$ cat config.mk
export PLATFORM = sky130hd
export DESIGN_NAME = bird_column_flat
export DESIGN_NICKNAME = d
export VERILOG_FILES = /design/src/rtl/bird_column_if.sv /design/src/rtl/bird_column.sv /design/src/flat_wrapper.sv
export SDC_FILE = /design/constraint.sdc
export NUM_CORES = 1
export LEC_CHECK = 0
export ABC_CLOCK_PERIOD_IN_PS = 2800
export CAP_MARGIN = 5
export CORE_ASPECT_RATIO = 0.6
export CORE_MARGIN = 5
export CORE_UTILIZATION = 33
export CTS_CLUSTER_DIAMETER = 80
export DETAILED_ROUTE_END_ITERATION = 6
export GPL_TIMING_DRIVEN = 0
export SYNTH_ARGS = -nofsm -noshare
export SYNTH_HDL_FRONTEND = slang
export SYNTH_SLANG_ARGS = --single-unit
$ cat constraint.sdc
create_clock -name clk -period 2.8 [get_ports clk]
set_input_delay 0.56 -clock clk [delete_from_list [all_inputs] [get_ports clk]]
set_output_delay 0.56 -clock clk [all_outputs]
set_load 0.05 [all_outputs]
$ cat src/rtl/bird_column_if.sv
// bird_column_if: game-side bundle for the bird column block.
//   master: game/testbench side, drives the tick, freeze, flap key and pipe mask; reads the LEDs.
//   slave : bird_column side.
//   enable    tick strobe, one clk wide
//   gameOver  freeze request
//   up        flap key level, already synchronised
//   pipe_mask pipe occupancy of the bird's column, bit i = row i
//   lights    one-hot bird LED vector
//   row       current bird row
//   crash     sticky collision flag
interface bird_column_if #(
  parameter int ROWS = 16,
  parameter int RW   = $clog2(ROWS)
);
  logic            enable;
  logic            gameOver;
  logic            up;
  logic [ROWS-1:0] pipe_mask;
  logic [ROWS-1:0] lights;
  logic [RW-1:0]   row;
  logic            crash;

  modport master (output enable, gameOver, up, pipe_mask,
                  input  lights, row, crash);
  modport slave  (input  enable, gameOver, up, pipe_mask,
                  output lights, row, crash);
endinterface

$ cat src/rtl/bird_column.sv
// bird_column: owns the LED column holding the bird.
//   A rising edge of the flap key lifts the bird FLAP_HEIGHT rows on the
//   next tick (saturating at the top row). Otherwise the bird drops one row
//   per tick. Hitting the floor or overlapping a pipe raises a sticky crash.
//   clk    system clock
//   reset  synchronous, active low
//   bus    bird_column_if.slave (enable, gameOver, up, pipe_mask -> lights, row, crash)
module bird_column #(
  parameter int ROWS        = 16,
  parameter int START_ROW   = 8,
  parameter int FLAP_HEIGHT = 2,
  parameter int RW          = $clog2(ROWS)
) (
  input  logic          clk,
  input  logic          reset,
  bird_column_if.slave  bus
);
  localparam logic [RW:0]   TOP_W  = (RW+1)'(ROWS-1);
  localparam logic [RW-1:0] START  = RW'(START_ROW);
  localparam logic [RW:0]   FLAP_W = (RW+1)'(FLAP_HEIGHT);

  logic [RW-1:0]   row_q;
  logic [ROWS-1:0] lights_q;
  logic            crash_q;
  logic            flap_pending;
  logic            up_d;

  logic            flap_edge;
  logic            live;
  logic            tick;
  logic [RW:0]     flap_sum;
  logic [RW-1:0]   flap_row;
  logic [RW-1:0]   next_row;
  logic            floor_hit;
  logic            pipe_hit;

  assign flap_edge = bus.up & ~up_d;
  assign live      = ~bus.gameOver & ~crash_q;
  assign tick      = bus.enable & live;
  // Checked against the registered lights, so no input reaches an output combinationally.
  assign pipe_hit  = live & (|(bus.pipe_mask & lights_q));

  always_comb begin
    // One extra bit so the add cannot wrap before saturating.
    flap_sum  = {1'b0, row_q} + FLAP_W;
    flap_row  = (flap_sum > TOP_W) ? TOP_W[RW-1:0] : flap_sum[RW-1:0];
    next_row  = row_q;
    floor_hit = 1'b0;
    if (tick) begin
      if (flap_pending || flap_edge) next_row = flap_row;
      else if (row_q == '0)          floor_hit = 1'b1;
      else                           next_row = row_q - 1'b1;
    end
  end

  always_ff @(posedge clk) begin
    if (!reset) begin
      row_q        <= START;
      lights_q     <= ROWS'(1) << START;
      crash_q      <= 1'b0;
      flap_pending <= 1'b0;
      up_d         <= 1'b0;
    end else begin
      up_d <= bus.up;
      if (live) begin
        row_q    <= next_row;
        lights_q <= ROWS'(1) << next_row;
        if (floor_hit || pipe_hit) crash_q <= 1'b1;
        if (tick)           flap_pending <= 1'b0;
        else if (flap_edge) flap_pending <= 1'b1;
      end else if (!bus.gameOver) begin
        // Crashed: position holds, any flap caught just before the crash is dropped.
        flap_pending <= 1'b0;
      end
    end
  end

  assign bus.row    = row_q;
  assign bus.lights = lights_q;
  assign bus.crash  = crash_q;
endmodule

$ cat src/flat_wrapper.sv
// flat-port wrapper written by rule: the top's interface ports become plain ports
module bird_column_flat 
#(
  parameter int ROWS        = 16,
  parameter int START_ROW   = 8,
  parameter int FLAP_HEIGHT = 2,
  parameter int RW          = $clog2(ROWS)
)
  (clk, reset, bus_enable, bus_gameOver, bus_up, bus_pipe_mask, bus_lights, bus_row, bus_crash);
  bird_column_if #(.ROWS(ROWS), .RW(RW)) bus_i ();
  input  logic clk;
  input  logic reset;
  input wire logic [$bits(bus_i.enable)-1:0] bus_enable;
  input wire logic [$bits(bus_i.gameOver)-1:0] bus_gameOver;
  input wire logic [$bits(bus_i.up)-1:0] bus_up;
  input wire logic [$bits(bus_i.pipe_mask)-1:0] bus_pipe_mask;
  output wire logic [$bits(bus_i.lights)-1:0] bus_lights;
  output wire logic [$bits(bus_i.row)-1:0] bus_row;
  output wire logic [$bits(bus_i.crash)-1:0] bus_crash;
  assign bus_i.enable = bus_enable;
  assign bus_i.gameOver = bus_gameOver;
  assign bus_i.up = bus_up;
  assign bus_i.pipe_mask = bus_pipe_mask;
  assign bus_lights = bus_i.lights;
  assign bus_row = bus_i.row;
  assign bus_crash = bus_i.crash;
  bird_column #(.ROWS(ROWS), .START_ROW(START_ROW), .FLAP_HEIGHT(FLAP_HEIGHT), .RW(RW)) u_core (.clk(clk), .reset(reset), .bus(bus_i));
endmodule
==> metrics.md <==
| Metric | Value |
|---|---|
| Status | `complete, no violations` |
| Drt first pass iters | `4` |
| Die ar. | `between 5000 and 6000 um^2` |
| Detailed-route vias per instance | `approximately 5.4` |
| WL per Instance | `between 15 and 20 um` |
| Clock latency on the worst-skew pair | `around 0.27 ns` |
| Vias in the first global route | `about 1300` |
| Setup violations, final | `0` |
| Power Density | `~450 nW/um^2` |
| Final instance area | `roughly 1800 um^2` |
| XOR/XNOR share of the synthesized area | `0.006796` |
| Placed Cells | `230` |
| Proportion of synthesized chip area in sequential cells | `0.3573` |
| Multi-input logic area | `roughly 800 um^2` |
| Initial antenna violation count | `0` |
| Routed Wire Length | `~3.8 mm` |
| Largest family of logic cells by synthesized area | `compound AO/OA/AOI/OAI gates` |
| Setup TNS | `0 ns` |
| CTS Hold Bufs | `0` |
| Port bufs | `between 40 and 50` |
| FP Rows | `17` |
| Worst endpoint required time | `around 3.0 ns` |
| First-pass GRT wire length | `around 6.3 mm` |
| Placed Area | `about 1800 um^2` |
| Num CTS Buffers | `3` |
| Ratio of cells with drive above 1 in the final layout | `0.1016` |
| Non-Filler Instances | `approximately 230` |
| CP endpoint kind | `flip-flop` |
| Critical path launch point type | `input port` |
| Mean Syn Cell Area | `about 9 um^2` |
| Lkg Pwr | `0.6339 nW` |
| H-Tree Depth | `1` |
| Peak supply drop | `roughly 0.00024 V` |
| DR vias | `between 1000 and 1500` |
| EDFF count, synth | `0` |
| Number of fill cells | `around 350` |
| Prevailing post-synth register cell | `dfxtp_1` |
| Worst slew margin | `0.5595` |
| Post-route ant nets | `0` |
| Worst EP arrival | `about 2.7 ns` |
| Setup crit start | `bus_gameOver` |
| Mapped Cells | `between 100 and 150` |
| Die width | `between 90 and 100 um` |
| Worst reg2reg path endpoint | `u_core.bus.lights[12]` |
| Final worst path period need | `~2.5 ns` |
| Max Cap Viol | `0` |
| Clock sink total | `23` |
| Worst setup margin | `just under 0.3 ns` |
| Final Slew Violations | `0` |
| # diodes | `0` |
| Root buf cell | `clkbuf_8` |
| Post-synthesis simple-gate area fraction | `0.2612` |
| RSZ-0062 raised after global routing | `false` |
| Critical path type | `in -> reg` |
| Grt ovf | `0` |
| DP Wirelength | `3.080 mm` |
| R2r setup slk | `roughly 0.31 ns` |
| Worst reg-to-reg path cell count | `7` |
| Synthesized area | `roughly 1300 um^2` |
| Overall Power | `between 0.8 and 0.9 mW` |
| Crit Path Max Fanout | `6` |
| Syn-to-layout area delta | `40.00%` |
| Post-Synth Adder-Cell Area | `0.05825` |
| Core area | `roughly 3700 um^2` |
| FF+latch area | `460.4 um^2` |
| DRT iter0 DRCs | `about 160` |
| Async set-reset flop share out of synthesis | `0` |
| Post-CTS resize count | `0` |
| TritonCTS clock tree | `built` |
| Remaining DRCs | `0` |
| Die H | `between 50 and 60 um` |
| Gpl congestion | `approximately 0.85` |
| Hold Vio Cnt, Final | `0` |
| Fmax | `around 0.40 GHz` |
| Netlist cell types | `51` |
| Clock transition at path regs | `about 0.08 ns` |
| Pin count of the biggest net entering global routing | `14` |
| Final Cycle Share | `0.8969` |
| Final core occ | `0.4847` |
| CTS Buffer Depth | `2` |
| R2r startpoint | `u_core.bus.row[1]` |
| Worst hold slack | `0.4701 ns` |
| Crit path capture | `u_core.bus.lights[12]` |
| Post-CTS setup buffer count | `0` |
| Pre-CTS WS | `slightly below 0.009 ns` |
| Final Skew | `0.0009629 ns` |
| Hold Path Class | `reg -> reg` |
| Tightest Pin Transition | `around 0.66 ns` |
| Initial Utilization | `0.3462` |
| Final #Nets | `~220` |
| All-layer global routing usage | `0.1462` |
| Syn nets | `~170` |
| Flops & latches, synth | `23` |
| Compound-cell area share of the yosys netlist | `0.2786` |
| IO Count | `42` |
| Multiplexer share of the synthesized area | `0` |
| Synthesis Warnings | `0` |
## area by class of cell
cell class / count / share of cell area
Multi-Input combinational cell: 108 / 0.4320
Sequential cell: 23 / 0.2552
Timing Repair Buffer: 41 / 0.2275
Tap cell: 47 / 0.03259
Clock buffer: 3 / 0.02288
Inverter: 7 / 0.01456
Buffer: 4 / 0.01248
Clock inverter: 1 / 0.002774
## registers in the layout, indices dropped and copies added (netlist names)
name and count:
u_core.bus.lights 16, u_core.bus.row 4, u_core.bus.crash 1, u_core.flap_pending 1, u_core.up_d 1
## report_power, final
| part | switching (mW) | internal, mW |
|---|---|---|
| logic | 0.145 | 0.0997 |
| clock network | 0.108 | 0.0995 |
| registers | 0.0182 | 0.341 |
## kinds of logic after synthesis
kind of cell    after synthesis
compound gates               46
xor+xnor                      1
fa+ha+maj                     6
buf+inv                      11
flops                        23
simple gates                 55
## cell usage after synthesis, types with 2 or more instances
| library cell | number | area (um^2) |
|---|---|---|
| nand2_1 | 16 | 60.06 |
| nor2_1 | 4 | 15.01 |
| a221oi_1 | 3 | 26.28 |
| ha_1 | 6 | 75.07 |
| inv_1 | 7 | 26.28 |
| o21ai_1 | 10 | 50.05 |
| nor3b_1 | 2 | 15.01 |
| and2_1 | 5 | 31.28 |
| o21a_1 | 2 | 15.01 |
| nor2b_1 | 7 | 43.79 |
| a22o_1 | 3 | 26.28 |
| clkbuf_1 | 2 | 7.510 |
| a32oi_1 | 4 | 35.03 |
| nand3_1 | 5 | 25.02 |
| a21oi_1 | 4 | 20.02 |
| nor3_2 | 2 | 20.02 |
| nand3_2 | 2 | 20.02 |
| a22oi_1 | 2 | 15.01 |
| nand2b_1 | 2 | 12.51 |
| dfxtp_1 | 23 | 460.4 |
## critical path: stages
cell             delay [ns]
clkdlybuf4s50_1        0.51
nor3b_2                0.41
o32ai_1                0.17
a311o_1                0.45
and4bb_1               0.30
a32o_2                 0.27
## metal layers
metal | up-vias | track usage | routed length (um)
li1 | 628 | - | -
met1 | 592 | 0.2114 | 1942
met2 | 43 | 0.2234 | 1569
met3 | 2 | 0.03576 | 257
met4 | 0 | 0.02548 | 10
met5 | - | 0 | 0
## cell usage in the layout (no fill, tap or decap), types with 2 or more instances in the layout
cell type        Yosys  routed
nand2_1             16      16
inv_1                7       7
nand2b_1             2       2
ha_1                 6       6
nor3b_1              2       2
nand3_2              2       2
a22o_1               3       3
nor2b_1              7       7
clkbuf_1             2       2
dfxtp_1             23      23
o21a_1               2       2
clkbuf_8             0       3
clkdlybuf4s50_1      0      41
nor3_2               2       2
and2_1               5       5
a221oi_1             3       3
nand3_1              5       5
a22oi_1              2       2
a32oi_1              4       4
a21oi_1              4       4
o21ai_1             10      10
nor2_1               4       4
## how the worst min path moves through the flow
stage	from	cells after the start	to	slack (ns)
2_1_floorplan	u_core.flap_pending	2	u_core.flap_pending	0.56
3_3_place_gp	u_core.bus.lights[3]	2	u_core.bus.lights[3]	0.46
3_5_place_dp	u_core.bus.lights[3]	2	u_core.bus.lights[3]	0.46
4_1_cts	u_core.bus.lights[3]	2	u_core.bus.lights[3]	0.47
5_1_grt	u_core.bus.lights[5]	2	u_core.bus.lights[5]	0.49
6_report	u_core.bus.lights[3]	2	u_core.bus.lights[3]	0.47
No activity file was read; power rests on OpenSTA's default activity.
